## config.mk

```make
export PLATFORM = sky130hd
export DESIGN_NAME = fir_output_quantizer
export DESIGN_NICKNAME = d
export VERILOG_FILES = /design/src/rtl/fir_output_quantizer.sv
export SDC_FILE = /design/constraint.sdc
export NUM_CORES = 1
export LEC_CHECK = 0
export ABC_AREA = 1
export BUFFER_PORTS_ARGS = -buffer_cell sky130_fd_sc_hd__buf_2
export CAP_MARGIN = 20
export CORE_MARGIN = 5
export CORE_UTILIZATION = 40
export CTS_BUF_LIST = sky130_fd_sc_hd__clkbuf_16
export CTS_CLUSTER_SIZE = 25
export DETAILED_ROUTE_END_ITERATION = 12
export PLACE_DENSITY = 0.67
export SLEW_MARGIN = 10
export SYNTH_ARGS = -nofsm -noshare
export SYNTH_HDL_FRONTEND = slang
export SYNTH_SLANG_ARGS = --single-unit
```

## constraint.sdc

```tcl
create_clock -name clk -period 2.6 [get_ports clk]
set_input_delay 0.52 -clock clk [delete_from_list [all_inputs] [get_ports clk]]
set_output_delay 0.52 -clock clk [all_outputs]
set_load 0.03 [all_outputs]
```

## src/rtl/fir_output_quantizer.sv

```systemverilog
// FIR output quantizer: drops the filter start-up transient, rescales/saturates each sample
// and queues it in a first-word-fall-through FIFO. Optional round-half-up via FIR_OQ_ROUND_EN.
module fir_output_quantizer #(
  parameter int DATA_WIDTH        = 16,
  parameter int COEFFICIENT_WIDTH = 16,
  parameter int FILTER_LENGTH     = 71,
  parameter int SHIFT             = 15,
  parameter int OUT_WIDTH         = 16,
  parameter int FIFO_DEPTH        = 16
) (
  input  logic                                       clk,
  input  logic                                       rst,
  input  logic                                       i_en,
  input  logic [DATA_WIDTH+COEFFICIENT_WIDTH-1:0]    i_sig,
  output logic [OUT_WIDTH-1:0]                       o_data,
  output logic                                       o_valid,
  input  logic                                       i_ready,
  output logic [15:0]                                o_sat_cnt,
  output logic [15:0]                                o_drop_cnt
);

  localparam int IN_W  = DATA_WIDTH + COEFFICIENT_WIDTH;
  localparam int SUM_W = IN_W + 1;
  localparam int AW    = $clog2(FIFO_DEPTH);
  localparam int WCW   = (FILTER_LENGTH > 2) ? $clog2(FILTER_LENGTH) : 1;

  localparam logic [WCW-1:0] LAST_DISCARD = WCW'(FILTER_LENGTH - 1);

`ifdef FIR_OQ_ROUND_EN
  localparam logic [SUM_W-1:0] ROUND_VAL = (SUM_W'(1) << SHIFT) >> 1;
`else
  localparam logic [SUM_W-1:0] ROUND_VAL = '0;
`endif

  localparam logic signed [SUM_W-1:0] SAT_MAX = SUM_W'((64'sd1 <<< (OUT_WIDTH - 1)) - 64'sd1);
  localparam logic signed [SUM_W-1:0] SAT_MIN = ~SAT_MAX;

  typedef enum logic [1:0] {
    ST_IDLE,
    ST_WARMUP,
    ST_STREAM
  } state_t;

  state_t           state_q, state_d;
  logic [WCW-1:0]   warm_q, warm_d;
  logic             capture;

  logic             s1_valid;
  logic [SUM_W-1:0] s1_sum;

  logic signed [SUM_W-1:0] shifted;
  logic signed [SUM_W-1:0] clamped;
  logic                    sat_hit;
  logic [OUT_WIDTH-1:0]    q_data;

  logic [OUT_WIDTH-1:0] mem [FIFO_DEPTH];
  logic [AW:0]          wr_ptr, rd_ptr;
  logic                 fifo_empty, fifo_full;
  logic                 do_pop, do_push, do_drop;

  logic [15:0] sat_cnt, drop_cnt;

  always_ff @(posedge clk) begin
    if (rst) begin
      state_q <= ST_IDLE;
      warm_q  <= '0;
    end else begin
      state_q <= state_d;
      warm_q  <= warm_d;
    end
  end

  // The sample that leaves IDLE is already warm-up sample #1, so short filters skip WARMUP.
  always_comb begin
    state_d = state_q;
    warm_d  = warm_q;
    capture = 1'b0;
    if (!i_en) begin
      state_d = ST_IDLE;
    end else begin
      case (state_q)
        ST_IDLE: begin
          if (FILTER_LENGTH == 1) begin
            state_d = ST_STREAM;
            capture = 1'b1;
          end else begin
            warm_d  = WCW'(1);
            state_d = (FILTER_LENGTH == 2) ? ST_STREAM : ST_WARMUP;
          end
        end
        ST_WARMUP: begin
          warm_d = warm_q + WCW'(1);
          if (warm_q + WCW'(1) == LAST_DISCARD) begin
            state_d = ST_STREAM;
          end
        end
        ST_STREAM: begin
          capture = 1'b1;
        end
        default: begin
          state_d = ST_IDLE;
        end
      endcase
    end
  end

  always_ff @(posedge clk) begin
    if (rst) begin
      s1_valid <= 1'b0;
      s1_sum   <= '0;
    end else begin
      s1_valid <= capture;
      if (capture) begin
        s1_sum <= {i_sig[IN_W-1], i_sig} + ROUND_VAL;
      end
    end
  end

  always_comb begin
    shifted = $signed(s1_sum) >>> SHIFT;
    clamped = shifted;
    sat_hit = 1'b0;
    if (shifted > SAT_MAX) begin
      clamped = SAT_MAX;
      sat_hit = 1'b1;
    end else if (shifted < SAT_MIN) begin
      clamped = SAT_MIN;
      sat_hit = 1'b1;
    end
    q_data = OUT_WIDTH'(clamped);
  end

  // Extra pointer bit distinguishes full from empty when the index bits match.
  assign fifo_empty = (wr_ptr == rd_ptr);
  assign fifo_full  = (wr_ptr[AW] != rd_ptr[AW]) && (wr_ptr[AW-1:0] == rd_ptr[AW-1:0]);
  assign do_pop     = !fifo_empty && i_ready;
  assign do_push    = s1_valid && (!fifo_full || do_pop);
  assign do_drop    = s1_valid && fifo_full && !do_pop;

  always_ff @(posedge clk) begin
    if (do_push) begin
      mem[wr_ptr[AW-1:0]] <= q_data;
    end
  end

  always_ff @(posedge clk) begin
    if (rst) begin
      wr_ptr <= '0;
      rd_ptr <= '0;
    end else begin
      if (do_push) begin
        wr_ptr <= wr_ptr + 1'b1;
      end
      if (do_pop) begin
        rd_ptr <= rd_ptr + 1'b1;
      end
    end
  end

  always_ff @(posedge clk) begin
    if (rst) begin
      sat_cnt  <= '0;
      drop_cnt <= '0;
    end else begin
      if (s1_valid && sat_hit && (sat_cnt != 16'hFFFF)) begin
        sat_cnt <= sat_cnt + 16'd1;
      end
      if (do_drop && (drop_cnt != 16'hFFFF)) begin
        drop_cnt <= drop_cnt + 16'd1;
      end
    end
  end

  assign o_valid    = !fifo_empty;
  assign o_data     = fifo_empty ? '0 : mem[rd_ptr[AW-1:0]];
  assign o_sat_cnt  = sat_cnt;
  assign o_drop_cnt = drop_cnt;

endmodule

```

==> flow_summary.toml <==
[setup_path]
critPathMaxFanout = 6
crit_chain = "buf_12 -> buf_12 -> buf_16 -> a21oi_2 -> o21ai_0 -> nand3_1 -> nand3_2 -> a21boi_2 -> buf_6"
endpoint_kind = "output port"
r2r_slack_ns = 0.40
slowest_stage = "dfxtp_4"
start_kind = "flop"
r2r_cells = 9
critPathKind = "flop to output port"
cp_slowest_stage_delay_ns = 0.37
required_ns = 2.08
arrival_ns = 2.06
crit_top_cell = "buf_12"
critPathTopFamily = "buffers and inverters"
reg2reg_from = "rd_ptr[2]"
reg2reg_to = "mem[13][2]"
timing.critical_path.buf_inv = 4

[sta]
layout_min_cycle_time_ns = 2.584
tightest_slew_ns = 0.8623
hold_violations = 0
setup-violations-final = 0
drv_slew = 0
slew_headroom_pct = 42.45
rsz0062_at_grt = "true"
fmax_mhz = 387.1
period_share_pct = 99.37
hold_slack_ns = 0.3231
skew_ns = 0.01175

[yosys]
syn_inst = 1381
synth_edf_count = 256
synthTopCellsByArea = "edfxtp_1, dfxtp_1, nand2_1"
seq_area_frac_synth_pct = 64.13
yosysWarnings = 0
synth_area_per_cell_um2 = 10.33
synth_flop_cell = "edfxtp_1"
synth_top_cell_by_area = "edfxtp_1"
post_synth_instance_area_um2 = 14260
synth_fp_nets = 1426
ys_types = 36
synth-async-reset-ratio_pct = 0
synth-seq-cells = 329
synth_top_area_share_pct = 53.89

[routing]
vias = 10440
ant_nets = 0
drt_iter0_markers = 795
drc = 0
via_per_inst = 5.251
wl_per_cell_um = 18.17
drtPass1Iterations = 5
routed_wl_um = 36130

[global_route]
use_met2_pct = 27.25
grt_pass1_wl_um = 52210
gr-usage-met3_pct = 2.981
grt-busiest-layer = "met2"
antenna_found_initial = 1
grt_pass1_vias = 9642
use_met1_pct = 23.39
grt_use_total_pct = 16.81
grt-ovfl-total = 0
grt_max_degree = 71

[layout]
stdcell_area_um2 = 17530
nets = 1547
antennaDiodeCount = 0
area_delta_synth_final_pct = 22.91
drive_above_1_share_pct = 20.37
fill_cells = 3097

[clock_network]
clk_path_buf_depth = 3
cts.reportedPaths.clkPinSlew_ns = 0.06
cts-root-buf = "clkbuf_16"
cts_tree = "built"
cts.sinks = 329
cts-htree-levels = 2
cts_buffers = 34
ctsHoldBuffers = 0
worstSkewPairLatency_ns = 0.51

[place]
portBuffers = 69
hpwl_um = 19640
placed_area_um2 = 15400
gp_congestion = 0.8642

[hold_path]
hp-class = "primary input to flop"
whs_path_depth = 3
min_to = "s1_sum[30]"
hp-start = "i_sig[30]"

[floorplan]
coreArea_um2 = 35400
fp.dieH_um = 198.8
ios = 85
row_count = 69
die_w_um = 198.8
design.die.area_um2 = 39540
start_util_pct = 40.30

[pwr]
peakVddDrop_mv = 0.4333
p_leak_nw = 6.460
p_per_area_nw_per_um2 = 669.2

[outcome]
run_status = "finished, final reports clean"

[job]
drv_cap = 0
-- metrics by stage --
stage / utilization, % / setup WS (ns) / instances / total power, W / TNS (ns)
floorplan: - / 0.2779 / 1381 / 0.006372 / 0
global placement: 43.47 / 0.2443 / 1889 / 0.006613 / 0
detailed placement: 43.52 / 0.2145 / 1891 / 0.006629 / 0
CTS: 47.35 / -0.001975 / 1963 / 0.01148 / -0.001975
global route: 49.53 / -0.08314 / 1988 / 0.01217 / -0.5740
finish: 49.53 / 0.01641 / 1988 / 0.01173 / 0
-- sequential cells by signal, indices dropped and copies added, names as in the netlist, named ones only --
signal / flops
wr_ptr: 5
s1_sum: 17
o_drop_cnt: 16
state_q: 2
o_sat_cnt: 16
rd_ptr: 5
s1_valid: 1
mem: 256
warm_q: 7
-- cells by family (layout without fill, tap and decap cells) --
family | after synthesis | in the layout | synth area share (%)
buf+inv | 267 | 413 | 7.499
flops | 329 | 329 | 64.13
simple gates | 436 | 436 | 13.61
fa+ha+maj | 9 | 9 | 0.7894
compound gates | 318 | 318 | 12.61
xor+xnor | 22 | 22 | 1.351
-- report_power, final --
part           internal (W)  leakage [nW]  switching (W)
combinational      0.000620          2.93       0.000758
clock               0.00280         0.564        0.00194
sequential          0.00560          2.97      0.0000177
-- how the worst max path moves through the flow --
stage | endpoint | cells past startpoint
2_1_floorplan | o_data[10] | 8
3_3_place_gp | o_data[6] | 6
3_5_place_dp | o_data[5] | 7
4_1_cts | o_data[12] | 8
5_1_grt | o_data[5] | 9
6_report | o_data[5] | 9
-- cell usage after synthesis, types with 2 or more instances --
library cell  instances
o21ai_0              89
nor3_1                8
inv_2                 6
nor2_1               60
buf_2                15
edfxtp_1            256
nor2_4                2
xor2_1               17
nand2_2               3
a21boi_1             16
nor2_2                3
dfxtp_1              73
o211ai_1             64
nand4_1               9
nand2_1             207
xnor2_1               5
clkbuf_1             38
inv_1               188
nand3_1             137
buf_4                 8
ha_1                  9
a21oi_1             141
buf_1                10
o21ai_1               5
-- worst register-to-register path, cell delays in order, from the launching register on --
cell and delay, ns:
dfxtp_1 0.46, nand2_1 0.09, nand2_1 0.11, nor2_4 0.06
nand3_4 0.09, nand2_2 0.14, inv_2 0.12, nand2_1 0.17
nor2_2 0.40, buf_4 0.27
-- repair_timing --
action,in CTS,in global routing
endpoints found under the setup margin,16,16
pin swaps,1,42
gates resized for setup,30,119
setup buffers,9,6
gates cloned,2,15
-- routing by layer --
metal	wire, um	share of wire [%]	vias to the layer above
li1	-	-	4999
met3	2671	7.4	65
met4	852	2.4	2
met2	17030	47	389
met5	13	0.036	-
met1	15560	43	4984
-- cell usage in the layout (no fill, tap or decap), types with 22 or more instances in the layout --
cell type,n
a21oi_1,111
buf_4,50
a21oi_2,31
o21ai_0,60
nand3_1,119
buf_6,22
o211ai_1,64
edfxtp_1,256
buf_2,53
o21ai_1,34
dfxtp_1,67
nand2_1,206
inv_1,195
nor2_1,44
clkbuf_16,47
-- final cells by class --
class | count | area [um^2] | area share (%)
clock inverters | 25 | 186.4 | 1.063
inverters | 194 | 732.0 | 4.175
repair inverters | 1 | 7.507 | 0.04282
clock buffers | 36 | 900.9 | 5.138
multi-input cells | 785 | 4367 | 24.91
flip-flops and latches | 329 | 9164 | 52.27
well taps | 461 | 576.8 | 3.290
repair buffers | 157 | 1599 | 9.120
Power figures use the tool's default switching activity.
